`config.mk`:
```
export PLATFORM = sky130hd
export DESIGN_NAME = keypad_scanner
export DESIGN_NICKNAME = d
export VERILOG_FILES = /design/src/rtl/keypad_scanner.sv
export SDC_FILE = /design/constraint.sdc
export NUM_CORES = 1
export LEC_CHECK = 0
export ABC_AREA = 1
export CORE_MARGIN = 5
export CORE_UTILIZATION = 59
export DETAILED_ROUTE_END_ITERATION = 8
export PLACE_DENSITY = 0.77
export SYNTH_ARGS = -nofsm -noshare
export SYNTH_HDL_FRONTEND = slang
export SYNTH_SLANG_ARGS = --single-unit
```
`constraint.sdc`:
```
create_clock -name clk -period 3.2 [get_ports clk]
set_input_delay 0.8 -clock clk [delete_from_list [all_inputs] [get_ports clk]]
set_output_delay 0.8 -clock clk [all_outputs]
set_load 0.02 [all_outputs]
```
`src/rtl/keypad_scanner.sv`:
```
// 4x4 keypad scanner: strobes rows, snapshots column returns per full scan,
// debounces whole-matrix snapshots and emits a one-cycle strobe on single-key presses.
module keypad_scanner #(
    parameter int SCAN_DIV = 1000,
    parameter int DEBOUNCE = 4
) (
    input  logic        clk,
    input  logic        rst_n,
    input  logic [3:0]  col_n,
    output logic [3:0]  row_n,
    output logic [15:0] keys,
    output logic        key_held,
    output logic [3:0]  key_code,
    output logic        key_valid
);

    localparam int SW = (SCAN_DIV > 1) ? $clog2(SCAN_DIV) : 1;
    localparam int DW = $clog2(DEBOUNCE);
    localparam logic [SW-1:0] SLOT_LAST  = SW'(SCAN_DIV - 1);
    localparam logic [DW-1:0] STABLE_MAX = DW'(DEBOUNCE - 1);

    logic [3:0]    col_s1_q, col_s2_q;
    logic [SW-1:0] slot_q, slot_d;
    logic [1:0]    row_q, row_d;
    logic [3:0]    row_n_q, row_n_d;
    logic [15:0]   snap_q, snap_d;
    logic [15:0]   prev_q, prev_d;
    logic [DW-1:0] stable_q, stable_d;
    logic [15:0]   keys_q, keys_d;
    logic          held_q, held_d;
    logic [3:0]    code_q, code_d;
    logic          valid_q, valid_d;

    logic [15:0]   snap_full;
    logic          one_hot;
    logic [3:0]    idx;

    always_comb begin
        slot_d    = slot_q + 1'b1;
        row_d     = row_q;
        row_n_d   = row_n_q;
        snap_d    = snap_q;
        prev_d    = prev_q;
        stable_d  = stable_q;
        keys_d    = keys_q;
        held_d    = held_q;
        code_d    = code_q;
        valid_d   = 1'b0;

        // Snapshot including the row being sampled this cycle, so the row-3
        // compare sees the complete matrix on the same edge it is stored.
        snap_full = snap_q;
        snap_full[{row_q, 2'b00} +: 4] = ~col_s2_q;

        one_hot = (snap_full != '0) && ((snap_full & (snap_full - 16'd1)) == '0);
        idx     = '0;
        for (int unsigned i = 0; i < 16; i++) begin
            if (snap_full[i]) idx = 4'(i);
        end

        if (slot_q == SLOT_LAST) begin
            slot_d  = '0;
            row_d   = row_q + 2'd1;
            row_n_d = ~(4'b0001 << row_d);
            snap_d  = snap_full;
            if (row_q == 2'd3) begin
                prev_d = snap_full;
                if (snap_full != prev_q) begin
                    stable_d = '0;
                end else if (stable_q != STABLE_MAX) begin
                    stable_d = stable_q + 1'b1;
                end
                if (stable_d == STABLE_MAX) begin
                    keys_d = snap_full;
                    held_d = |snap_full;
                    if ((keys_q == '0) && one_hot) begin
                        code_d  = idx;
                        valid_d = 1'b1;
                    end
                end
            end
        end
    end

    always_ff @(posedge clk or negedge rst_n) begin
        if (!rst_n) begin
            col_s1_q <= '1;
            col_s2_q <= '1;
            slot_q   <= '0;
            row_q    <= '0;
            row_n_q  <= 4'b1110;
            snap_q   <= '0;
            prev_q   <= '0;
            stable_q <= '0;
            keys_q   <= '0;
            held_q   <= 1'b0;
            code_q   <= '0;
            valid_q  <= 1'b0;
        end else begin
            col_s1_q <= col_n;
            col_s2_q <= col_s1_q;
            slot_q   <= slot_d;
            row_q    <= row_d;
            row_n_q  <= row_n_d;
            snap_q   <= snap_d;
            prev_q   <= prev_d;
            stable_q <= stable_d;
            keys_q   <= keys_d;
            held_q   <= held_d;
            code_q   <= code_d;
            valid_q  <= valid_d;
        end
    end

    assign row_n     = row_n_q;
    assign keys      = keys_q;
    assign key_held  = held_q;
    assign key_code  = code_q;
    assign key_valid = valid_q;

endmodule

```
-- Word-level counts from Yosys, hierarchy flattened
Index checks and enable logic that the tools add are counted.
W data, S select, Z words.
- register bits: 80
- input port bits: 6
- logic and storage cells: 62
- add/sub/neg operators: 5
- eq/ne operators: 5
- shift-type cells: 3
- mux-type cells: 25
- bitwise gates (word level): 3
- reduce and logical (&&, ||, !) cells: 9
- operator list (kind ; count):
    $mux W4 ; 13
    $logic_not A16 Y1 ; 2
    $and A16 B16 Y16 ; 1
    $bwmux W16 ; 1
    $ne A16 B16 Y1 ; 1
    $reduce_bool A16 Y1 ; 1
    $reduce_or A16 Y1 ; 1
    $shift A4 B6 Y16 const A ; 1
    $shiftx A4 B6 Y16 ; 1
    $sub A16 B1 Y16 const B ; 1
    $add A10 B1 Y10 const B ; 1
    $eq A10 B10 Y1 const B ; 1
    $mux W10 ; 1
    $mux W2 ; 5
    $not A4 Y4 ; 2
    $neg A4 Y6 ; 1
    $mux W1 ; 5
    $add A2 B1 Y2 const B ; 2
    $eq A2 B2 Y1 const B ; 2
    $reduce_and A4 Y1 ; 1
    $shl A1 B2 Y4 const A ; 1
    $reduce_and A3 Y1 ; 1
    $logic_and A1 B1 Y1 ; 2
    $ne A2 B2 Y1 const B ; 1
    $reduce_and A2 Y1 ; 1

-- Longest topological paths before layout
- depth in word-level cells: 18
- gate-level depth with buffers: 22
- mapped depth without buffers: 21

-- Least setup slack after synthesis
No wires, ideal clock.
- path type: register to register
- start: register row_q[0]
- end: register keys_q[15] (netlist: keys[15])
- library setup time: 0.119 ns
- arrival: 2.406 ns
- slack: 0.675 ns
- cell stages (with the launch flop): 19
- path buffers: 2
- clock period less this slack: 2.525 ns
- cells stage by stage: dfrtp_1 -> buf_2 -> inv_1 -> ha_1 -> inv_2 -> nand3_4 -> o21ai_4 -> inv_2 -> nand2_1 -> nand2_1 -> nor2_1 -> nand2_1 -> nor2_2 -> nand3_2 -> nor2_4 -> inv_2 -> buf_6 -> nand2_1 -> o21ai_2
- word-level cells in the longest chain between the ends: 9
- elaborated cells on any way between the ends: 11
- classes of those cells: add/sub (1); eq/ne (3); shift (2); mux (4); reduce/logical (1)
- RTL lines (item ; RTL line ; text):
    start: declaration ; 24 ; logic [1:0] row_q, row_d;
    start signal: assignment ; 103 ; row_q <= row_d;
    $neg A4 Y6 ; 53 ; snap_full[{row_q, 2'b00} +: 4] = ~col_s2_q;
    $shiftx A4 B6 Y16 / $shift A4 B6 Y16 (equally long branches) ; 53 ;
    $bwmux W16 ; 53 ;
    $ne A16 B16 Y1 ; 68 ; if (snap_full != prev_q) begin
    $mux W2 ; 68 ;
    $mux W2 ; 66 ; if (row_q == 2'd3) begin
    $mux W2 ; 61 ; if (slot_q == SLOT_LAST) begin
    $eq A2 B2 Y1 ; 73 ; if (stable_d == STABLE_MAX) begin
    $reduce_and A3 Y1 (no line) ; -- ;
    end signal: assignment ; 108 ; keys_q <= keys_d;
    end: declaration ; 29 ; logic [15:0] keys_q, keys_d;
Several ways; a longest one is shown, not always the timed one. The select of a mux whose other input is x is not followed.
A chain may end at the register's enable or synchronous reset.

-- Final worst setup path
- start: register row_q[0]
- end: register code_q[0] (netlist: key_code[0])
- word-level cells in the longest chain between the ends: 18
- elaborated cells on any way between the ends: 32
- classes of those cells: add/sub (2); eq/ne (3); shift (2); mux (19); bitwise (1); reduce/logical (5)
- RTL lines (item ; RTL line ; text):
    $neg A4 Y6 ; 53 ;
    $shiftx A4 B6 Y16 / $shift A4 B6 Y16 (equally long branches) ; 53 ;
    $bwmux W16 ; 53 ;
    $mux W1 ; 58 ; if (snap_full[i]) idx = 4'(i);
    $mux W2 ; 58 ;
    $mux W4 (13 in series) ; 58 ;
    end signal: assignment ; 110 ; code_q <= code_d;
    end: declaration ; 31 ; logic [3:0] code_q, code_d;
Several ways; a longest one is shown, not always the timed one. The select of a mux whose other input is x is not followed.

==> run summary <==
Multi-input logic area = 0.00194 mm^2
Max-cap violations = 0
DR pass1 iterations = 5
Clk_skew = 9.74 ps
Final Wtd Congestion = 0.907
Pin count of the biggest net entering global routing = 81
Reg2Reg Launch Point = row_q[0]
Setup Fix Bufs, Post-CTS = 0
Worst setup SP type = flip-flop
Hold Vio Cnt, Final = 0
Setup_tns = 0 ps
Outcome = completed
Area growth from synthesis to layout = 14.2%
Vias per std cell = 5.21
Most frequent cells in the layout = nand2_1, dfrtp_1, nor2_1
GRT Total Usage = 23.0%
CP Launch Point = row_q[0]
Remaining global-route overflow = 0
CP Class = reg -> reg
Max Fclk = 346 MHz
I/O pin count = 32
Max Slew Vio Count = 0
Post-synth cell types = 31
CP bufs+invs = 4
Global-route wire length before repair = 15900 um
Dpl hpwl = 6840 um
Worst-Margin Slew = 983 ps
Register area = 0.00202 mm^2
H-tree level count = 3
CP top delay family = simple AND/OR/NAND/NOR gates
Most common cell after layout, fill and taps aside = nand2_1
Power Density = 368 mW/mm^2
Unrepaired setup endpoints after global routing = no
CP max stage delay = 470 ps
Die H = 94.9 um
Data arrival, critical path = 3180 ps
Leak Pwr = 2.35 nW
FF-to-FF path depth = 17
FF-to-FF setup slack = 310 ps
Share of cells above drive strength 1 = 18.3%
Sequential share of the synthesized area = 47.4%
Initial Utilization = 59.5%
Crit path max-delay cell type = dfrtp_2
Width of the die = 94.9 um
Biggest area consumer among synthesized cells = dfrtp_1
DR iter-0 viols = 164
Most used cell, CP = nand2_1
Mapped Nets = 534
Final setup margin = 311 ps
Final Cycle Share = 90.3%
Final setup fails = 0
CTS root buf = clkbuf_8
Syn. warnings = 0
Resize count post-CTS = 0
Synth Register Bits = 80
Core outline area = 0.00714 mm^2
Ranking of synthesized cells by area = dfrtp_1, nand2_1, dfstp_2
Std cell rows = 31
Routed WL per cell = 13.9 um
Mapped Avg Cell Area = 8.14 um^2
Max-slew headroom at the worst pin = 34.4%
Antenna Cells = 0
Cells along the critical path = inv_1, ha_1, inv_2, nand3_4, o21ai_4, inv_2, nand2_1, nand2_1, nor2_1, nand2_1, nor2_2, nand3_2, nor2_4, inv_4, nor2_4, nor2_1, a21oi_2
Clock sinks = 80
Worst min path class = reg -> reg
Critical path depth = 17
Maximum VDD drop = 0.354 mV
Pre-CTS setup slack = 120 ps
Hold buffers post-CTS = 0
Clock Latency Late Sink = 350 ps
Post-synth design cell area = 0.00425 mm^2
Hold Crit Depth = 0
Final WL = 9190 um
Clock transition at the registers of the reported paths = 80 ps
Hold path startpoint = col_s1_q[2]
Share of the synthesized area in the top cell type = 40.6%
DRC Markers = 0
Post-route minimum period = 2890 ps
Highest net fanout along the worst path = 34
Number of global-route vias before repair = 3390
CP Data Required Time = 3490 ps
CTS buffer count = 9
Antenna-violating nets left = 0
I/O Buffers = 31
CTS tree = yes
CP endpoint kind = flip-flop
Area of the die = 0.00900 mm^2
Deepest clock path buffer count = 2
Fillers = 619
Fin nets = 570
Post-Synthesis Cells = 522
Via Count = 3452
Initial antenna violation count = 0
[stage by stage]
stage,total power [mW],cell area [um^2],cells,util (%),hold WS (ps)
finish,1.79,4850,662,68.0,357
detailed placement,1.10,4660,646,65.2,348
global route,1.86,4850,662,68.0,360
global placement,1.10,4660,646,65.2,346
CTS,1.80,4850,662,67.9,357
floorplan,1.07,4250,522,-,345
[routing by layer]
metal | GRT usage (%) | part of all wire (%)
met1 | 29.5 | 45
met2 | 38.3 | 48
met3 | 4.06 | 4.8
met4 | 9.86 | 2.5
met5 | 0 | 0
[synth_stat cells]
cell / instances
nand3_2: 5
a21oi_2: 1
nor3_1: 5
nand3_4: 2
nor2_2: 12
nor2_1: 57
buf_6: 3
nand4_1: 2
xnor2_1: 3
o21ai_0: 43
inv_4: 1
o21bai_1: 3
o21ai_1: 4
nand3b_1: 1
dfstp_2: 11
clkbuf_1: 7
nor3_2: 1
o21ai_4: 3
nand2_1: 151
nand3_1: 19
o2111ai_1: 1
xor2_1: 12
ha_1: 6
nor2_4: 6
buf_2: 2
inv_2: 9
o21ai_2: 18
a21oi_1: 6
inv_1: 49
nand2_2: 10
dfrtp_1: 69
[registers in the layout, summed over array words and instances (netlist names)]
register,flops
prev_q,16
row_n,4
key_held,1
col_s1_q,4
row_q,2
stable_q,2
col_s2_q,4
key_code,4
keys,16
key_valid,1
slot_q,10
snap_q,16
[final cells by class]
| type | count | area share [%] |
|---|---|---|
| clock inverter | 4 | 0.567 |
| tap | 99 | 2.55 |
| clock buffer | 12 | 3.40 |
| inverter | 59 | 4.67 |
| multi-input combinational | 371 | 40.0 |
| timing repair buffer | 37 | 7.27 |
| sequential | 80 | 41.6 |
[worst paths after layout]
check | end
setup / recovery | key_code[0]
hold reg to reg | col_s2_q[2]
min in group asynchronous | snap_q[1]
setup reg to reg | key_code[0]
hold / removal | col_s2_q[2]
max in group asynchronous | row_q[0]
[logic make-up (layout without fill, tap and decap cells)]
family / after synthesis / in the layout / share of synthesized area [%]
and+or+nand+nor: 271 / 271 / 28.7
xor gates and xnor gates: 15 / 15 / 3.09
DFF: 80 / 80 / 47.4
adders and majority gates: 6 / 6 / 1.77
buffers and inverters: 71 / 112 / 6.92
AOI/OAI and AO/OA: 79 / 79 / 12.0
[where the power goes]
group,leakage (nW),internal (mW),total [mW],switching [mW]
Clock,0.0906,0.344,0.706,0.362
Combinational,1.19,0.0163,0.0593,0.0430
Sequential,1.06,1.02,1.02,0.00264
Total,2.35,1.38,1.79,0.408
No activity file was read; power rests on OpenSTA's default activity.
